<file path="src/rtl/decoder_if.sv">
// Bus between instruction fetch and the TD4 instruction decoder.
// The fetch side drives the opcode nibble and carry flag; the decoder
// returns the registered ALU select, load enables and illegal flag.
// There is no handshake: the decoder samples op/carry_flag on every
// rising clock edge, and its outputs are valid one edge later.
interface decoder_if;
   logic [3:0] op;
   logic       carry_flag;
   logic [1:0] sel;
   logic [3:0] load;
   logic       illegal;

   modport master (
      output op,
      output carry_flag,
      input  sel,
      input  load,
      input  illegal
   );

   modport slave (
      input  op,
      input  carry_flag,
      output sel,
      output load,
      output illegal
   );
endinterface

</file>
<file path="src/rtl/decoder.sv">
// TD4 instruction decoder: opcode nibble + carry flag -> ALU operand
// select and one-hot register load enables, registered for one cycle of
// latency so the enables seen by the register file are glitch-free.
module decoder (
   input logic       clk,
   input logic       rst_n,
   decoder_if.slave  bus
);

   // ALU operand select encodings
   localparam logic [1:0] SEL_A    = 2'b00;
   localparam logic [1:0] SEL_B    = 2'b01;
   localparam logic [1:0] SEL_IN   = 2'b10;
   localparam logic [1:0] SEL_ZERO = 2'b11;

   // Load enable bits
   localparam logic [3:0] LD_NONE = 4'b0000;
   localparam logic [3:0] LD_A    = 4'b0001;
   localparam logic [3:0] LD_B    = 4'b0010;
   localparam logic [3:0] LD_OUT  = 4'b0100;
   localparam logic [3:0] LD_PC   = 4'b1000;

   logic [1:0] sel_d;
   logic [3:0] load_d;
   logic       illegal_d;

   // Combinational decode; undefined opcodes fall through to the NOP default
   always_comb begin
      sel_d     = SEL_ZERO;
      load_d    = LD_NONE;
      illegal_d = 1'b0;
      case (bus.op)
         4'b0000: begin sel_d = SEL_A;    load_d = LD_A;   end // ADD A,Im
         4'b0001: begin sel_d = SEL_B;    load_d = LD_A;   end // MOV A,B
         4'b0010: begin sel_d = SEL_IN;   load_d = LD_A;   end // IN A
         4'b0011: begin sel_d = SEL_ZERO; load_d = LD_A;   end // MOV A,Im
         4'b0100: begin sel_d = SEL_A;    load_d = LD_B;   end // MOV B,A
         4'b0101: begin sel_d = SEL_B;    load_d = LD_B;   end // ADD B,Im
         4'b0110: begin sel_d = SEL_IN;   load_d = LD_B;   end // IN B
         4'b0111: begin sel_d = SEL_ZERO; load_d = LD_B;   end // MOV B,Im
         4'b1001: begin sel_d = SEL_B;    load_d = LD_OUT; end // OUT B
         4'b1011: begin sel_d = SEL_ZERO; load_d = LD_OUT; end // OUT Im
         4'b1110: begin                                        // JNC Im
            sel_d  = SEL_ZERO;
            load_d = bus.carry_flag ? LD_NONE : LD_PC;
         end
         4'b1111: begin sel_d = SEL_ZERO; load_d = LD_PC;  end // JMP Im
         default: begin                                        // undefined: NOP
            sel_d     = SEL_ZERO;
            load_d    = LD_NONE;
            illegal_d = 1'b1;
         end
      endcase
   end

   // Output registers; reset parks the ALU on zero with every load disabled
   always_ff @(posedge clk or negedge rst_n) begin
      if (!rst_n) begin
         bus.sel     <= SEL_ZERO;
         bus.load    <= LD_NONE;
         bus.illegal <= 1'b0;
      end else begin
         bus.sel     <= sel_d;
         bus.load    <= load_d;
         bus.illegal <= illegal_d;
      end
   end

endmodule

</file>
<file path="src/flat_wrapper.sv">
// flat-port wrapper written by rule: the top's interface ports become plain ports
module decoder_flat 
  (clk, rst_n, bus_op, bus_carry_flag, bus_sel, bus_load, bus_illegal);
  decoder_if bus_i ();
  input logic clk;
  input logic rst_n;
  input wire logic [$bits(bus_i.op)-1:0] bus_op;
  input wire logic [$bits(bus_i.carry_flag)-1:0] bus_carry_flag;
  output wire logic [$bits(bus_i.sel)-1:0] bus_sel;
  output wire logic [$bits(bus_i.load)-1:0] bus_load;
  output wire logic [$bits(bus_i.illegal)-1:0] bus_illegal;
  assign bus_i.op = bus_op;
  assign bus_i.carry_flag = bus_carry_flag;
  assign bus_sel = bus_i.sel;
  assign bus_load = bus_i.load;
  assign bus_illegal = bus_i.illegal;
  decoder u_core (.clk(clk), .rst_n(rst_n), .bus(bus_i));
endmodule
</file>
<file path="config.mk">
export PLATFORM = sky130hd
export DESIGN_NAME = decoder_flat
export DESIGN_NICKNAME = d
export VERILOG_FILES = /design/src/rtl/decoder_if.sv /design/src/rtl/decoder.sv /design/src/flat_wrapper.sv
export SDC_FILE = /design/constraint.sdc
export NUM_CORES = 1
export LEC_CHECK = 0
export ABC_AREA = 1
export BUFFER_PORTS_ARGS = -buffer_cell sky130_fd_sc_hd__buf_2
export CAP_MARGIN = 0
export CORE_AREA = 4 4 41 43
export DETAILED_ROUTE_END_ITERATION = 6
export DIE_AREA = 0 0 45 47
export GPL_TIMING_DRIVEN = 0
export SYNTH_ARGS = -nofsm -noshare
export SYNTH_HDL_FRONTEND = slang
export SYNTH_SLANG_ARGS = --single-unit
</file>
<file path="constraint.sdc">
create_clock -name clk -period 0.8 [get_ports clk]
set_input_delay 0.12 -clock clk [delete_from_list [all_inputs] [get_ports clk]]
set_output_delay 0.12 -clock clk [all_outputs]
set_load 0.01 [all_outputs]
</file>
==> results of run 1 <==
## report_power, final
part / internal, mW / total [mW] / switching [mW]
Clock: 0.190 / 0.314 / 0.124
Sequential: 0.379 / 0.385 / 0.00567
Combinational: 0.0443 / 0.0934 / 0.0491
Total: 0.614 / 0.793 / 0.179
## cell type report
cell class              instances  area share (%)
flip-flops and latches          7            46.7
multi-input cells              12            13.5
well taps                      15            4.93
repair buffers                 14            23.0
clock buffers                   4            6.91
inverters                       5            4.93
## stage by stage
step                      instances  cell area, um^2  power [mW]  worst slack [ns]  hold slack (ns)
after floorplan                  24              248       0.423             0.160           -0.176
after global placement           52              332       0.471            0.0749          -0.0456
after detailed placement         52              332       0.473            0.0656          -0.0454
after CTS                        57              380       0.809            -0.194           0.0315
after global routing             57              380       0.834            -0.204           0.0475
final                            57              380       0.793            -0.183           0.0374
## worst paths after layout
path | end | slack, ns | cells past startpoint
worst max-delay path | bus_sel[1] | -0.18 | 1
worst min-delay path | u_core.bus.load[3]$_DFF_PN0_ | 0.04 | 2
max in group asynchronous | u_core.bus.sel[1]$_DFF_PN1_ | 0.35 | 2
min in group asynchronous | u_core.bus.load[2]$_DFF_PN0_ | 0.22 | 2
## state kept, by name, summed over array words and instances (netlist names)
register            cells
u_core.bus.illegal      1
u_core.bus.load         4
u_core.bus.sel          2
## what timing repair did
item,CTS,global route
setup endpoints to repair,7,7
hold buffers,1,0
gates resized for setup,2,0
pin swaps,0,0
endpoints found under the hold margin,7,0
## metal layers
metal	GRT usage [%]	up-vias
met5	0	-
met4	12.3	0
met3	0.383	3
met2	8.19	13
met1	4.67	84
li1	-	105
## synth_stat cells
library cell  n  share of area (%)
nand3_1       2                4.0
dfrtp_1       5                 51
dfstp_2       2                 21
inv_2         1                1.5
nor2_1        4                6.1
a21oi_1       1                2.0
nand2_2       1                2.5
inv_1         4                6.1
nand2_1       4                6.1
## cell families after synthesis
kind of cell | Yosys count | synth area share, %
and+or+nand+nor | 11 | 18.7
DFF | 7 | 71.7
AOI/OAI and AO/OA | 1 | 2.02
buffers and inverters | 5 | 7.57
==> results.ini, run 1 <==
[finish]
layout_commonest_cell = buf_2
syn_to_final_growth_pct = 53.5
multi_input_area_um2 = 51.3
fillers = 149
diodes = 0
layout_common_cells = buf_2, dfrtp_1, inv_1, nor2_1, nand2_1
ff_latch_area_um2 = 178
drive_above_1_share_pct = 47.6
fin_nets = 50
final_util_pct = 29.2

[hold_path]
holdCritPathClass = in -> reg
min_from = bus_carry_flag

[worst_setup_path]
end_kind = output pin
cp_max_fo = 1
startpoint_type = register
crit_family = flip-flops
cp-startpoint = u_core.bus.sel[1]$_DFF_PN1_
required_ns = 0.68
worstSetupPathType = reg -> out
cpMaxStageDelayCell = dfstp_2
worst_ep_arrival_time_ns = 0.86
path_cells = buf_6
path_buf_inv = 1
worst_path_largest_cell_delay_ns = 0.52

[synth]
ys_seq_elements = 7
synth_cell_types = 9
postSynthCellCount = 24
seq_area_frac_synth_pct = 71.7
synthesis.area_um2 = 248
avgSynthCellArea_um2 = 10.3
yosysWarnings = 0
syn-num-nets = 31

[clock_tree]
clkTransAtPathRegs_ns = 0.05
cts-root-buf = clkbuf_4
cts_made_buffers = 3
cts_tree = yes
cts_setup_buffers = 0
cts_htree_levels = 1
clock-sinks = 7
clockBufferDepth = 2

[timing]
tightest_slew_ns = 0.148
finalSetupViolations = 7
final_max_slew_viol_count = 0
timing.final.crit_share_pct = 123
rsz0062_at_grt = yes
max_freq_mhz = 1020
relSlewSlack_pct = 90.2
min_period_ns = 0.983
hold_violations = 0
setup_tns_ns = -0.623
setup_ws_ns = -0.183

[job]
cap_violations = 0

[die]
io_pins = 14
row_count = 13
die_height_um = 47
core_area_um2 = 1300
initial_core_util_pct = 19.0
die_area_um2 = 2120
fp.dieW_um = 45

[global_routing]
antenna_found_initial = 0
grt_pass1_wl_um = 745
grt_pass1_vias = 217
grt_remaining_overflow = 0
groute.usage.overall_pct = 5.66
grt_start_max_net_pins = 8

[power]
p_per_area_nw_per_um2 = 2080
p_leak_nw = 0.223
ir_worst_vdd_mv = 0.432

[detailed_routing]
first_iter_violations = 1
dr_total_vias = 205
met1_length_um = 190
dr.pass1.iters = 2
drc = 0
drt-wirelength-per-cell_um = 8.47
top_layer = met4
postRouteAntennaNets = 0
wl_met2_um = 200
viasPerCell = 3.60
routed-wl-met3_um = 63
routed_wl_um = 483

[placed_design]
numPortBuffers = 13
place.gp.congestion = 0.719

[outcome]
violations = negative setup slack
status = finished with violations

Power figures use the tool's default switching activity.
==> inputs of run 2 (changes only) <==
Settings changed: CTS_BUF_LIST set to sky130_fd_sc_hd__clkbuf_4.
==> run 2 against run 1 <==
The flow still finishes with violations (negative setup slack). Total power is 4.5% higher. Critical endpoint unchanged. Sequential power hardly changed. Critical path depth did not move. Highest routed layer unchanged. Die area unchanged.
==> results.ini, run 2 (synthesis results as in run 1) <==
[timing]
timing.final.crit_share_pct = 123  ; about the same
final_max_slew_viol_count = 0  ; unchanged
tightest_slew_ns = 0.148  ; +0.0000635 ns
setup_tns_ns = -0.628  ; -0.00509 ns
finalSetupViolations = 7  ; unchanged
setup_ws_ns = -0.183  ; +0.00000900 ns
worst_hold_slack_ns = 0.0374  ; +0.00000840 ns
min_period_ns = 0.983  ; -0.00000900 ns
relSlewSlack_pct = 90.2  ; about the same
max_freq_mhz = 1020  ; about the same
hold_violations = 0  ; unchanged
rsz0062_at_grt = yes

[worst_setup_path]
startpoint_type = register
worst_path_largest_cell_delay_ns = 0.52  ; about the same
cpMaxStageDelayCell = dfstp_2
cp_max_fo = 1  ; unchanged
crit_family = flip-flops
worstSetupPathType = reg -> out
end_kind = output pin
path_cells = buf_6
required_ns = 0.68  ; about the same
path_buf_inv = 1  ; unchanged
worst_ep_arrival_time_ns = 0.86  ; about the same

[finish]
finalNonFillerCells = 57  ; unchanged
fin_nets = 50  ; unchanged
layout_common_cells = buf_2, dfrtp_1
layout_commonest_cell = buf_2
drive_above_1_share_pct = 50.0  ; +2.4 points
largest_reg_flops = 4  ; unchanged
fillers = 147  ; -1.3%
diodes = 0  ; unchanged
final_util_pct = 29.5  ; +0.29 points
syn_to_final_growth_pct = 55.1
max_flop_register = u_core.bus.load
reg.largest.list = u_core.bus.load (4), u_core.bus.sel (2), u_core.bus.illegal (1)

[die]
core_area_um2 = 1300  ; unchanged
die_area_um2 = 2120  ; unchanged
initial_core_util_pct = 19.0  ; unchanged
row_count = 13  ; unchanged
fp.dieW_um = 45  ; unchanged
io_pins = 14  ; unchanged
die_height_um = 47  ; unchanged

[global_routing]
groute.usage.overall_pct = 5.66  ; unchanged
grt_pass1_wl_um = 745  ; unchanged
grt_start_max_net_pins = 8  ; unchanged
grt_pass1_vias = 217  ; unchanged
antenna_found_initial = 0  ; unchanged
grt_remaining_overflow = 0  ; unchanged

[detailed_routing]
viasPerCell = 3.60  ; unchanged
dr_total_vias = 205  ; unchanged
drt-wirelength-per-cell_um = 8.51  ; +0.41%
drc = 0  ; unchanged
dr.pass1.iters = 2  ; unchanged
postRouteAntennaNets = 0  ; unchanged
routed_wl_um = 485  ; +0.41%
first_iter_violations = 1  ; unchanged

[power]
p_leak_nw = 0.226  ; +1.5%
ir_worst_vdd_mv = 0.435  ; +0.76%
p_per_area_nw_per_um2 = 2160  ; +3.5%

[clock_tree]
cts_tree = yes
cts_made_buffers = 3  ; unchanged
clock-sinks = 7  ; unchanged
cts-root-buf = clkbuf_4
clockBufferDepth = 2  ; unchanged
cts_htree_levels = 1  ; unchanged
clkTransAtPathRegs_ns = 0.05  ; about the same

[outcome]
violations = negative setup slack
status = finished with violations

[hold_path]
holdCritPathClass = in -> reg

[placed_design]
pre_cts_slack_ns = 0.0656  ; unchanged
place.gp.congestion = 0.719  ; unchanged
numPortBuffers = 13  ; unchanged
dp_cells = 52  ; unchanged

[job]
cap_violations = 0  ; unchanged

[run 2: path summary, 6_finish.rpt]
path	from	end	slack [ns]	depth (start not counted)
max	u_core.bus.sel[1]$_DFF_PN1_	bus_sel[1]	-0.18	1
min	bus_carry_flag	u_core.bus.load[3]$_DFF_PN0_	0.04	2
max in group asynchronous	rst_n	u_core.bus.sel[1]$_DFF_PN1_	0.35	2
min in group asynchronous	rst_n	u_core.bus.load[2]$_DFF_PN0_	0.22	2
[run 2: final cells by class]
cell class	count	area [um^2]	area share, %
inverters	5	18.8	4.89
clock buffers	4	30.0	7.82
well taps	15	18.8	4.89
repair buffers	14	87.6	22.8
multi-input cells	12	51.3	13.4
flip-flops and latches	7	178	46.3
[run 2: timing repair]
item	4_1_cts	5_1_grt
endpoints found under the hold margin	7	0
hold buffers	1	0
endpoints found under the setup margin	7	7
resized for setup	2	0
setup buffers	0	0
[run 2: metal layers]
| layer | wire (um) | GRT usage [%] | vias to the layer above |
|---|---|---|---|
| met5 | 0 | 0 | - |
| met4 | 28 | 12.3 | 0 |
| met1 | 192 | 4.67 | 84 |
| li1 | - | - | 105 |
| met2 | 200 | 8.19 | 13 |
| met3 | 63 | 0.383 | 3 |
[run 2: power by group]
group	total (mW)	leakage, nW	internal [mW]	switching [mW]
combinational	0.0934	0.121	0.0443	0.0492
sequential	0.385	0.0864	0.379	0.00570
clock	0.350	0.0184	0.224	0.126
total	0.828	0.226	0.648	0.181
[run 2: through the flow]
step | power [mW] | area, um^2
5_1_grt | 0.869 | 384
6_report | 0.828 | 384
4_1_cts | 0.843 | 384
2_1_floorplan | 0.423 | 248
3_3_place_gp | 0.471 | 332
3_5_place_dp | 0.473 | 332
